File: config.mk
export PLATFORM = sky130hd
export DESIGN_NAME = updown_ctr_param
export DESIGN_NICKNAME = d
export VERILOG_FILES = /design/src/rtl/updown_pkg.sv /design/src/rtl/updown_step_unit.sv /design/src/rtl/updown_ctr_param.sv
export SDC_FILE = /design/constraint.sdc
export NUM_CORES = 1
export LEC_CHECK = 0
export BUFFER_PORTS_ARGS = -buffer_cell sky130_fd_sc_hd__buf_2
export CORE_UTILIZATION = 52
export DETAILED_ROUTE_END_ITERATION = 12
export PLACE_DENSITY = 0.79
export SKIP_LAST_GASP = 1
export SLEW_MARGIN = 25
export SYNTH_ARGS = -nofsm -noshare
export SYNTH_HDL_FRONTEND = slang
export SYNTH_SLANG_ARGS = --single-unit
File: constraint.sdc
create_clock -name clk -period 3.1 [get_ports clk]
set_clock_uncertainty 0.1 [all_clocks]
set_input_delay 0.775 -clock clk [delete_from_list [all_inputs] [get_ports clk]]
set_output_delay 0.775 -clock clk [all_outputs]
set_load 0.01 [all_outputs]
File: src/rtl/updown_pkg.sv
// Shared definitions for the parametrised up/down counter: mode encodings.
package updown_pkg;

  typedef logic [1:0] mode_t;

  localparam mode_t MODE_DOWN   = 2'b00;
  localparam mode_t MODE_UP     = 2'b01;
  localparam mode_t MODE_BOUNCE = 2'b10;
  localparam mode_t MODE_HOLD   = 2'b11;

endpackage

File: src/rtl/updown_step_unit.sv
// Combinational step arithmetic: computes the next count and boundary events
// for one step in the given direction.
module updown_step_unit #(
  parameter int WIDTH  = 8,
  parameter int STEP_W = 4
) (
  input  logic [WIDTH-1:0]  count,
  input  logic [STEP_W-1:0] step,
  input  logic [WIDTH-1:0]  lo_lim,
  input  logic [WIDTH-1:0]  hi_lim,
  input  logic              dir_up,
  input  logic              sat,
  input  logic              bounce,
  output logic [WIDTH-1:0]  next_count,
  output logic              up_evt,
  output logic              down_evt
);

  logic [WIDTH:0] w_step_ext;
  logic [WIDTH:0] w_sum;
  logic [WIDTH:0] w_diff;
  logic [WIDTH:0] w_lo_plus;
  logic           w_step_nz;

  // One extra bit keeps the comparisons free of wrap-around.
  assign w_step_ext = {{(WIDTH + 1 - STEP_W){1'b0}}, step};
  assign w_sum      = {1'b0, count} + w_step_ext;
  assign w_diff     = {1'b0, count} - w_step_ext;
  assign w_lo_plus  = {1'b0, lo_lim} + w_step_ext;
  assign w_step_nz  = (step != '0);

  assign up_evt   = w_step_nz &&  dir_up && (w_sum > {1'b0, hi_lim});
  assign down_evt = w_step_nz && !dir_up && ({1'b0, count} < w_lo_plus);

  always_comb begin
    next_count = count;
    if (up_evt) begin
      next_count = (bounce || sat) ? hi_lim : lo_lim;
    end else if (down_evt) begin
      next_count = (bounce || sat) ? lo_lim : hi_lim;
    end else if (w_step_nz) begin
      next_count = dir_up ? w_sum[WIDTH-1:0] : w_diff[WIDTH-1:0];
    end
  end

endmodule

File: src/rtl/updown_ctr_param.sv
// Parametrised up/down/bounce counter with load, limits, wrap/saturate,
// terminal-count pulse and sticky boundary flags.
module updown_ctr_param
  import updown_pkg::*;
#(
  parameter int               WIDTH     = 8,
  parameter int               STEP_W    = 4,
  parameter logic [WIDTH-1:0] RESET_VAL = '0
) (
  input  logic              clk,
  input  logic              clr_n,
  input  logic              en,
  input  mode_t             mode,
  input  logic              sat,
  input  logic              load,
  input  logic [WIDTH-1:0]  din,
  input  logic [STEP_W-1:0] step,
  input  logic [WIDTH-1:0]  lo_lim,
  input  logic [WIDTH-1:0]  hi_lim,
  input  logic              flag_clr,
  output logic [WIDTH-1:0]  count,
  output logic              dir,
  output logic              tc,
  output logic              ovf,
  output logic              udf,
  output logic              lim_err
);

  logic [WIDTH-1:0] r_count;
  logic             r_dir;
  logic             r_tc;
  logic             r_ovf;
  logic             r_udf;
  logic             r_lim_err;

  logic             w_lim_bad;
  logic             w_dir_up;
  logic             w_bounce;
  logic             w_active;
  logic [WIDTH-1:0] w_next;
  logic [WIDTH-1:0] w_clamped;
  logic             w_up_evt;
  logic             w_down_evt;

  assign w_lim_bad = (lo_lim > hi_lim);
  assign w_bounce  = (mode == MODE_BOUNCE);
  assign w_dir_up  = w_bounce ? r_dir : mode[0];
  assign w_active  = en && (mode != MODE_HOLD);
  assign w_clamped = (din < lo_lim) ? lo_lim : ((din > hi_lim) ? hi_lim : din);

  updown_step_unit #(
    .WIDTH  (WIDTH),
    .STEP_W (STEP_W)
  ) u_step (
    .count      (r_count),
    .step       (step),
    .lo_lim     (lo_lim),
    .hi_lim     (hi_lim),
    .dir_up     (w_dir_up),
    .sat        (sat),
    .bounce     (w_bounce),
    .next_count (w_next),
    .up_evt     (w_up_evt),
    .down_evt   (w_down_evt)
  );

  always_ff @(posedge clk or negedge clr_n) begin
    if (!clr_n) begin
      r_count   <= RESET_VAL;
      r_dir     <= 1'b1;
      r_tc      <= 1'b0;
      r_ovf     <= 1'b0;
      r_udf     <= 1'b0;
      r_lim_err <= 1'b0;
    end else begin
      r_lim_err <= w_lim_bad;
      r_tc      <= 1'b0;
      if (flag_clr) begin
        r_ovf <= 1'b0;
        r_udf <= 1'b0;
      end
      if (w_lim_bad) begin
        r_count <= r_count;
      end else if (load) begin
        r_count <= w_clamped;
      end else if (w_active) begin
        r_count <= w_next;
        r_tc    <= w_up_evt || w_down_evt;
        // A flag set on the same edge as flag_clr must win, so it comes last.
        if (w_up_evt)   r_ovf <= 1'b1;
        if (w_down_evt) r_udf <= 1'b1;
        if (!w_bounce) begin
          r_dir <= mode[0];
        end else if (w_up_evt) begin
          r_dir <= 1'b0;
        end else if (w_down_evt) begin
          r_dir <= 1'b1;
        end
      end
    end
  end

  assign count   = r_count;
  assign dir     = r_dir;
  assign tc      = r_tc;
  assign ovf     = r_ovf;
  assign udf     = r_udf;
  assign lim_err = r_lim_err;

endmodule

==> summary.md <==
| Metric | Value |
|---|---|
| Sequential area share after synthesis | 13.0% |
| CP arrival | 3.55 ns |
| TritonCTS buffer count | 3 |
| Fmax | 284 MHz |
| Pre-antenna DRT Iters | 5 |
| Worst Setup Start Kind | input pin |
| Pwr/cell area | 650 mW/mm^2 |
| Clock sink count | 13 |
| Largest cells by area after synthesis | ha_1 25%, dfrtp_1 12%, inv_1 4.5% |
| PortBufs | 48 |
| Yosys Warn Count | 0 |
| CP bufs+invs | 2 |
| CP max stage delay | 0.35 ns |
| Mean Syn Cell Area | 8.16 um^2 |
| #FFs+latches synth | 13 |
| Setup violations, final | 9 |
| I/O pins | 49 |
| Post-route cell area | 0.00336 mm^2 |
| Core Area | 0.00450 mm^2 |
| Commonest non-fill, non-tap cell in the layout | buf_4 |
| Nets | 492 |
| Cell variety after synth | 53 |
| Worst setup margin | -0.422 ns |
| Largest net degree at the start of global routing | 17 |
| DRC | 0 |
| WL final | 8300 um |
| Failing checks | negative setup slack |
| Worst-path cell chain | buf_8 -> ha_4 -> fa_2 -> a21o_1 -> a21oi_4 -> nor3_2 -> xnor2_1 -> ha_1 -> a211o_1 -> a21oi_2 -> o21ai_2 -> mux2_4 -> buf_4 -> o22ai_2 -> o211ai_1 |
| R2R Setup Slk | -0.15 ns |
| Share of layout cells above drive strength 1 | 33.8% |
| Root Driver | clkbuf_8 |
| Initial Utilization | 55.9% |
| Crit path max-delay family | compound AO/OA/AOI/OAI gates |
| Gr usage total | 32.3% |
| First-pass GRT wire length | 12900 um |
| Die Footprint | 0.00513 mm^2 |
| Worst setup EP type | register |
| Final hold vios | 0 |
| Syn-to-layout area delta | 33.3% |
| Antenna fix cells | 0 |
| Clock buffer depth | 2 |
| Synth Cell Area | 0.00252 mm^2 |
| Period Utilization, post-route | 114% |
| Syn_nets | 398 |
| Vias | 2887 |
| Detailed-route wire length per cell | 18.3 um |
| Most frequent cells in the layout | 46 x buf_4, 45 x ha_1, 45 x buf_2 |
| Slew @ Worst Pin | 0.473 ns |
| Number of max-cap violations | 0 |
| Dpl cell area | 0.00314 mm^2 |
| Detailed Route Iter0 Violations | 378 |
| Ys async rst share | 100% |
| Kind of critical path | in2reg |
| Post-route antenna net violation count | 0 |
| Outcome | finished, violations left |
| Largest area contributor in the netlist | ha_1 |
| Slew Viols, Final | 0 |
| Vias in the first global route | 2663 |
| Fin crit period | 3.52 ns |
| Final Non-Filler Cells | 454 |
| Cells after DPL | 444 |
| Hpwl dp | 6390 um |
| Max FO, Critical Path | 8 |
| Die Y-Extent | 71.6 um |
| Unrepaired setup endpoints after global routing | yes |
| Hold crit path type | in2async |
| Top_reg_cell synth | dfrtp_1 |
| Site row count | 24 |
| Die width | 71.6 um |
| Post-synth EDFFs | 0 |
| Htree depth | 1 |
| Gpl congestion | 0.939 |
| Via density per instance | 6.36 |
| Peak supply drop | 0.000336 V |
| Reg clk slew, reported paths | 0.06 ns |
| Cts hold-fix bufs | 0 |
| TritonCTS clock tree | built |
| Worst-skew pair later-pin latency | 0.25 ns |
| Antenna violations before repair | 0 |
| Critical path's slowest cell | fa_2 |
| Overflow after GRT | 0 |
| Relative slew slack | 68.5% |
| Leakage | 0.00168 uW |
| CP required | 3.12 ns |
| Post-synth top area share | 24.8% |
| Synth Instances | 309 |
## what timing repair did
item / CTS / global route
pin swaps: 15 / 14
buffers inserted: 2 / 5
setup endpoints to repair: 9 / 12
cloned: 0 / 0
gates resized for setup: 21 / 9
## state kept, by name (all words and copies together), names as in the netlist
register and flops:
count 8, dir 1, lim_err 1, ovf 1, tc 1, udf 1
## synthesized netlist by cell type (2+ instances only)
library cell / instances
buf_2: 3
o21ai_0: 12
a211o_1: 8
a211oi_1: 2
inv_1: 30
o21a_1: 4
o22ai_1: 10
a21o_1: 3
o21ai_2: 2
nand2_1: 25
a21oi_1: 21
o21ai_1: 5
ha_1: 50
nand3_1: 2
mux2i_1: 9
xor2_1: 6
nor2b_1: 8
nor3_1: 4
nand4_1: 8
mux2_4: 2
buf_6: 2
o22a_1: 2
xnor2_1: 10
nor4_2: 2
nand2b_1: 4
dfrtp_1: 12
o211ai_1: 14
fa_1: 3
nor2_1: 22
## worst reg2reg max path, cell delays in order, from the launching register on
cell and delay (ns):
dfrtp_1 0.43, buf_4 0.16, fa_2 0.39, nand2b_4 0.10, a21oi_1 0.07, nor2_1 0.15
xnor2_1 0.18, ha_2 0.33, nand4_1 0.10, o221ai_2 0.11, o21a_2 0.26, mux2_4 0.35
o22a_1 0.21, a221oi_2 0.21
## cell families (layout without fill, tap and decap cells)
| family | count (synthesis) | count (layout) | synth area share (%) |
|---|---|---|---|
| muxes | 11 | 11 | 4.77 |
| DFF | 13 | 13 | 13.0 |
| AOI/OAI and AO/OA | 97 | 97 | 26.9 |
| buffers and inverters | 37 | 130 | 6.31 |
| xor gates and xnor gates | 16 | 16 | 5.56 |
| adders and majority gates | 53 | 53 | 27.2 |
| and+or+nand+nor | 82 | 82 | 16.3 |
## layout make-up
class                   count  area, um^2
multi-input cells         259        2170
fillers                   339        1140
repair buffers             96         639
flip-flops and latches     13         327
inverters                  30         113
well taps                  52        65.1
clock buffers               3        41.3
clock inverters             1        5.00
## where the power goes
group / switching (uW) / total, uW / leakage [uW] / internal (uW)
Clock: 66.2 / 155 / 0.0000255 / 88.8
Combinational: 902 / 1720 / 0.00149 / 817
Sequential: 80.5 / 309 / 0.000160 / 228
Total: 1050 / 2180 / 0.00168 / 1130
## worst paths after layout
kind	from	endpoint	cells after the start
setup reg to reg	count[1]	count[7]	13
min in group clk	ovf	ovf	2
max in group asynchronous	clr_n	dir	1
hold / removal	clr_n	count[4]	1
setup / recovery	step[0]	count[5]	15
hold reg to reg	ovf	ovf	2
## metal layers
| metal | share of wire (%) | global-route usage, % | vias to the layer above |
|---|---|---|---|
| li1 | - | - | 1332 |
| met1 | 42 | 43.3 | 1329 |
| met2 | 47 | 55.0 | 192 |
| met3 | 7.4 | 2.39 | 34 |
| met4 | 3.4 | 11.1 | 0 |
| met5 | 0 | 0 | - |
## stage by stage
step | hold WS (ns) | TNS, ns | total power (uW) | util [%] | setup WS, ns
after floorplan | 0.379 | -2.10 | 1250 | - | -0.372
after global placement | 0.423 | -4.58 | 1730 | 69.6 | -0.553
after CTS | 0.314 | -2.05 | 2030 | 73.1 | -0.335
final | 0.308 | -3.02 | 2180 | 74.6 | -0.422
after detailed placement | 0.428 | -5.71 | 1780 | 69.6 | -0.649
after global routing | 0.324 | -4.14 | 2320 | 74.6 | -0.527
No activity file was read; power rests on OpenSTA's default activity.
